===== src/rtl/program_loader.sv =====
// -----------------------------------------------------------------------------
// program_loader
//
// Writer side of the six-lane 48-bit instruction store. Bytes arriving from the
// UART receive path are packed six at a time into one instruction word, which
// is then written into the six byte-wide program RAM chips at an
// auto-incrementing address using a timed active-low write strobe. While a
// session is active the loader owns the program-store address/data lanes.
//
// Parameters
//   WE_CYCLES  clocks _rom_we is held low per word write (1..15)
//   LOG        word logging hook for simulation environments (no RTL effect)
//
// Ports
//   clk         in   1   system clock, rising edge
//   _mr         in   1   master reset, asynchronous, active-low
//   load_en     in   1   request / continue a load session
//   start_addr  in  16   first word address, captured at session start
//   rx_data     in   8   incoming program byte
//   rx_valid    in   1   rx_data holds a byte
//   rx_ready    out  1   loader accepts a byte (transfer = rx_valid & rx_ready)
//   rom_addr    out 16   program-store address
//   rom_data    out 48   assembled word, byte k in bits [8k-1:8k-8]
//   _rom_we     out  1   write strobe for all six chips, active-low
//   _loading    out  1   low while a session is active (address mux select)
//   word_count  out 16   words committed this session
//   checksum    out  8   mod-256 sum of accepted bytes this session
//   _partial    out  1   sticky low: session ended with an incomplete word
//   _wrapped    out  1   sticky low: address wrapped 0xFFFF -> 0x0000
// -----------------------------------------------------------------------------
module program_loader #(
   parameter int WE_CYCLES = 2,
   parameter int LOG       = 0
) (
   input  logic        clk,
   input  logic        _mr,
   input  logic        load_en,
   input  logic [15:0] start_addr,
   input  logic [7:0]  rx_data,
   input  logic        rx_valid,
   output logic        rx_ready,
   output logic [15:0] rom_addr,
   output logic [47:0] rom_data,
   output logic        _rom_we,
   output logic        _loading,
   output logic [15:0] word_count,
   output logic [7:0]  checksum,
   output logic        _partial,
   output logic        _wrapped
);

   typedef enum logic [2:0] {
      IDLE    = 3'd0,
      COLLECT = 3'd1,
      SETUP   = 3'd2,
      WRITE   = 3'd3,
      HOLD    = 3'd4
   } state_t;

   state_t      state, state_nxt;
   logic [2:0]  byte_idx, byte_idx_nxt;
   logic [3:0]  we_cnt, we_cnt_nxt;
   logic [15:0] rom_addr_nxt;
   logic [47:0] rom_data_nxt;
   logic [15:0] word_count_nxt;
   logic [7:0]  checksum_nxt;
   logic        partial_nxt;
   logic        wrapped_nxt;
   logic        rx_ready_nxt;
   logic        loading_nxt;
   logic        rom_we_nxt;
   logic        transfer;

   // rx_ready is a flop, so the handshake never depends combinationally on
   // rx_valid.
   assign transfer = rx_valid & rx_ready;

   // Word logging is left to the simulation environment; nothing is built here.
   if (LOG != 0) begin : g_log
   end

   // Next-state and next-value logic
   always_comb begin
      state_nxt      = state;
      byte_idx_nxt   = byte_idx;
      we_cnt_nxt     = we_cnt;
      rom_addr_nxt   = rom_addr;
      rom_data_nxt   = rom_data;
      word_count_nxt = word_count;
      checksum_nxt   = checksum;
      partial_nxt    = _partial;
      wrapped_nxt    = _wrapped;

      case (state)
         IDLE: begin
            if (load_en) begin
               rom_addr_nxt   = start_addr;
               word_count_nxt = '0;
               checksum_nxt   = '0;
               byte_idx_nxt   = '0;
               partial_nxt    = 1'b1;
               wrapped_nxt    = 1'b1;
               state_nxt      = COLLECT;
            end
         end

         COLLECT: begin
            if (transfer) begin
               // A byte arriving on the same edge load_en drops is still taken;
               // the session end is re-evaluated on the following edge.
               for (int k = 0; k < 6; k++) begin
                  if (byte_idx == 3'(k)) rom_data_nxt[8*k +: 8] = rx_data;
               end
               checksum_nxt = checksum + rx_data;
               if (byte_idx == 3'd5) begin
                  byte_idx_nxt = '0;
                  state_nxt    = SETUP;
               end else begin
                  byte_idx_nxt = byte_idx + 3'd1;
               end
            end else if (!load_en) begin
               // An incomplete word is dropped, never written.
               if (byte_idx != 3'd0) partial_nxt = 1'b0;
               byte_idx_nxt = '0;
               state_nxt    = IDLE;
            end
         end

         SETUP: begin
            we_cnt_nxt = 4'(WE_CYCLES - 1);
            state_nxt  = WRITE;
         end

         WRITE: begin
            if (we_cnt == 4'd0) state_nxt = HOLD;
            else                we_cnt_nxt = we_cnt - 4'd1;
         end

         HOLD: begin
            word_count_nxt = word_count + 16'd1;
            rom_addr_nxt   = rom_addr + 16'd1;
            if (rom_addr == 16'hFFFF) wrapped_nxt = 1'b0;
            state_nxt = load_en ? COLLECT : IDLE;
         end

         default: state_nxt = IDLE;
      endcase

      // Strobes are decoded from the next state and registered, so the RAM
      // write enable and address mux select are glitch-free flop outputs.
      rx_ready_nxt = (state_nxt == COLLECT);
      loading_nxt  = (state_nxt == IDLE);
      rom_we_nxt   = (state_nxt != WRITE);
   end

   // State register; asynchronous reset also lifts _rom_we mid-write
   always_ff @(posedge clk or negedge _mr) begin
      if (!_mr) begin
         state      <= IDLE;
         byte_idx   <= '0;
         we_cnt     <= '0;
         rom_addr   <= '0;
         rom_data   <= '0;
         word_count <= '0;
         checksum   <= '0;
         _partial   <= 1'b1;
         _wrapped   <= 1'b1;
         rx_ready   <= 1'b0;
         _loading   <= 1'b1;
         _rom_we    <= 1'b1;
      end else begin
         state      <= state_nxt;
         byte_idx   <= byte_idx_nxt;
         we_cnt     <= we_cnt_nxt;
         rom_addr   <= rom_addr_nxt;
         rom_data   <= rom_data_nxt;
         word_count <= word_count_nxt;
         checksum   <= checksum_nxt;
         _partial   <= partial_nxt;
         _wrapped   <= wrapped_nxt;
         rx_ready   <= rx_ready_nxt;
         _loading   <= loading_nxt;
         _rom_we    <= rom_we_nxt;
      end
   end

endmodule


===== config.mk =====
export PLATFORM = sky130hd
export DESIGN_NAME = program_loader
export DESIGN_NICKNAME = d
export VERILOG_FILES = /design/src/rtl/program_loader.sv
export SDC_FILE = /design/constraint.sdc
export NUM_CORES = 1
export LEC_CHECK = 0
export ABC_CLOCK_PERIOD_IN_PS = 3940
export BUFFER_PORTS_ARGS = -buffer_cell sky130_fd_sc_hd__buf_2
export CELL_PAD_IN_SITES_DETAIL_PLACEMENT = 2
export CELL_PAD_IN_SITES_GLOBAL_PLACEMENT = 2
export CORE_MARGIN = 5
export CORE_UTILIZATION = 36
export DETAILED_ROUTE_END_ITERATION = 6
export GPL_TIMING_DRIVEN = 1
export PLACE_DENSITY = 0.86
export SYNTH_ARGS = -nofsm -noshare
export SYNTH_HDL_FRONTEND = slang
export SYNTH_SLANG_ARGS = --single-unit

===== constraint.sdc =====
create_clock -name clk -period 3.94 [get_ports clk]
set_clock_uncertainty 0.1 [all_clocks]
set_input_delay 0.197 -clock clk [delete_from_list [all_inputs] [get_ports clk]]
set_output_delay 0.197 -clock clk [all_outputs]
set_load 0.005 [all_outputs]

==> results.py <==
metrics = {
    "yosys": {
        "synth-xor-area-share_pct": 1.28,
        "synth_common_cells": "99 x dfrtp_1, 52 x nand2_1, 48 x mux2_2",
        "synth.top_cell.area_share_pct": 51.5,
        "synth_cell_types": 60,
        "yosys_most_used_dff": "dfrtp_1",
        "syn_nets": 471,
        "synth_area_per_cell_sq_um": 11.2,
        "synth_compound_area_share_pct": 12.4,
        "synth.most_common_cell": "dfrtp_1",
        "synth_fa_ha_area_share_pct": 3.28,
        "synth_edf_count": 0,
        "synth_area_leaders": "dfrtp_1 52%, mux2_2 11%, nand2_1 4.1%, o21ai_0 4.0%, ha_1 2.9%",
        "synth_top_family_by_area": "simple AND/OR/NAND/NOR gates",
        "async_flop_share_pct": 100,
        "syn-cell-area_sq_mm": 0.00481,
        "synthSimpleGateAreaFrac_pct": 15.3,
        "ys_seq_area_share_pct": 53.7,
        "yosys_warnings": 0,
        "synth_area_leader_cell": "dfrtp_1",
        "synth.mux.area_fraction_pct": 12.1,
        "synth-seq-cells": 103,
        "syn_inst": 431,
    },
    "cells_and_area": {
        "fin_cells": 744,
        "drive_gt1_share_pct": 36.1,
        "fillCellCount": 1400,
        "areaGrowthSynthToFinish_pct": 25.2,
        "final_nets": 603,
        "final_cell_area_sq_mm": 0.00602,
        "final_core_util_pct": 45.6,
        "diodes": 0,
    },
    "placement": {
        "io_buffers": 120,
        "dp_cells": 717,
        "placed_area_sq_mm": 0.00560,
        "dp_slack_ns": 1.64,
        "dp_hpwl_mm": 11.3,
        "routabilityCongestion": 0.792,
    },
    "critical_path": {
        "critPathLaunch": "state[0]",
        "crit_fanout": 16,
        "slowest_stage": "nor2_2",
        "endpoint": "rom_addr[15]",
        "crit_arrival_ns": 2.51,
        "worst_path_largest_cell_delay_ns": 0.61,
        "regToRegEndpoint": "rom_addr[15]",
        "cpMostUsedCell": "o21ai_0",
        "worst_setup_path_start_kind": "register",
        "worst_setup_path_end_kind": "register",
        "regToRegStartpoint": "state[0]",
        "cp.required_ns": 4.11,
        "r2r_slack_ns": 1.60,
        "critPathKind": "reg -> reg",
        "path_cells": "nor2_1 > o21ai_0 > buf_4 > nor2_2 > a22oi_1 > o21ai_0",
        "r2r_cells": 6,
    },
    "sta": {
        "setup_ws_ns": 1.60,
        "slew_violations": 0,
        "fmax_mhz": 428,
        "fin_crit_ns": 2.34,
        "hold_viol": 1,
        "slew_headroom_pct": 46.1,
        "setup_violations": 0,
        "rsz0062_at_grt": "false",
        "finalCritPeriodShare_pct": 59.4,
        "fin_hold_ws_ns": -0.000388,
        "setup_tns_ns": 0,
        "worst_pin_slew_ns": 0.807,
    },
    "clocking": {
        "cts_buffer_depth": 2,
        "clk_pin_slew_ns": 0.07,
        "cts_sinks": 103,
        "cts_setup_buffers": 0,
        "clk_latency_ns": 0.36,
        "h-tree-depth": 3,
        "cts_tree": "done",
        "numCtsBuffers": 9,
        "ctsRootBufferMaster": "clkbuf_16",
    },
    "floorplanning": {
        "rows": 42,
        "die_area_sq_mm": 0.0158,
        "start_util_pct": 36.4,
        "ios": 121,
        "fp.coreArea_sq_mm": 0.0132,
        "die_w_microns": 126,
        "die_y_microns": 126,
    },
    "route": {
        "drt_pre_antenna_iters": 4,
        "drcViolationCount": 0,
        "via_count": 4054,
        "ant_nets": 0,
        "vias_per_cell": 5.45,
        "routedWlPerCell_microns": 20.9,
        "finalWirelength_mm": 15.6,
        "drt_iter0_markers": 230,
    },
    "global_routing": {
        "grt_use_met2_pct": 36.8,
        "grt_max_degree": 56,
        "grt_util_met1_pct": 23.9,
        "grt_remaining_overflow": 0,
        "grt.busiest_layer": "met2",
        "antenna_found_initial": 0,
        "grt_pass1_wl_mm": 25.4,
        "use_met3_pct": 2.47,
        "grt_usage_pct": 20.2,
        "first_global_vias": 4594,
    },
    "hold_path": {
        "hold_start": "start_addr[14]",
        "hold_path_class": "in -> reg",
    },
    "run": {
        "maxCapViolCount": 0,
    },
    "power": {
        "p_leak_nw": 2.96,
        "peakVddDrop_mv": 0.262,
        "p_total_mw": 3.30,
        "power_density_mw_per_mm2": 548,
    },
    "outcome": {
        "violations": "hold timing",
        "status": "complete, but fails checks",
    },
}
[worst max-delay path, delay by kind of cell, from the launching register on]
kind,cells,cell delay [ns]
AO/OA/AOI/OAI,3,0.46
buffers and inverters,1,0.21
flip-flops,1,0.54
AND/OR/NAND/NOR,2,0.93
[metal layers]
metal | routed length (microns) | vias up
met5 | 0 | -
met4 | 426 | 0
met3 | 430 | 25
met2 | 8430 | 67
met1 | 6290 | 2120
li1 | - | 1842
[cells in the final DEF, fill, tap and decap left out, types with 10 or more instances in the layout]
| master | n |
|---|---|
| nor3_1 | 10 |
| nand3_1 | 25 |
| buf_2 | 119 |
| mux2_2 | 48 |
| ha_1 | 11 |
| nor2_1 | 20 |
| dlygate4sd3_1 | 11 |
| dfrtp_1 | 99 |
| o21ai_0 | 38 |
| nand2_1 | 52 |
[repair_timing]
action | CTS | global route
endpoints found under the hold margin | 108 | 1
gates resized for setup | 0 | 0
hold buffers | 10 | 1
[report_power, final]
group,total [mW],switching (mW),internal (mW)
Combinational,0.847,0.424,0.422
Sequential,1.50,0.206,1.29
Clock,0.954,0.445,0.509
Total,3.30,1.07,2.23
[cell type report]
class                   count  area, sq um  area share (%)
well taps                 176          220            3.66
flip-flops and latches    103         2580            42.9
clock buffers               9          225            3.74
multi-input cells         306         2130            35.4
clock inverters             7         87.6            1.45
inverters                   8         30.0           0.499
repair buffers            135          743            12.3
[cell families after synthesis]
family                   after synthesis
AND/OR/NAND/NOR                      144
flip-flops                           103
AO/OA/AOI/OAI                         91
multiplexers                          52
buffers and inverters                 22
adder cells (fa/ha/maj)               12
XOR/XNOR                               7
[flip-flops by register name, indices dropped and copies added, names as in the netlist]
name	count
rom_data	48
word_count	16
_partial	1
rx_ready	1
rom_addr	16
_loading	1
checksum	8
byte_idx	3
_wrapped	1
state	3
we_cnt	4
_rom_we	1
[worst min-delay path by stage]
stage                         end  cells past startpoint
global placement    word_count[7]                      2
CTS                   rom_addr[5]                      2
global route         rom_addr[14]                      3
finish               rom_addr[14]                      3
detailed placement  word_count[6]                      2
floorplan             byte_idx[0]                      0
Power figures use the tool's default switching activity.
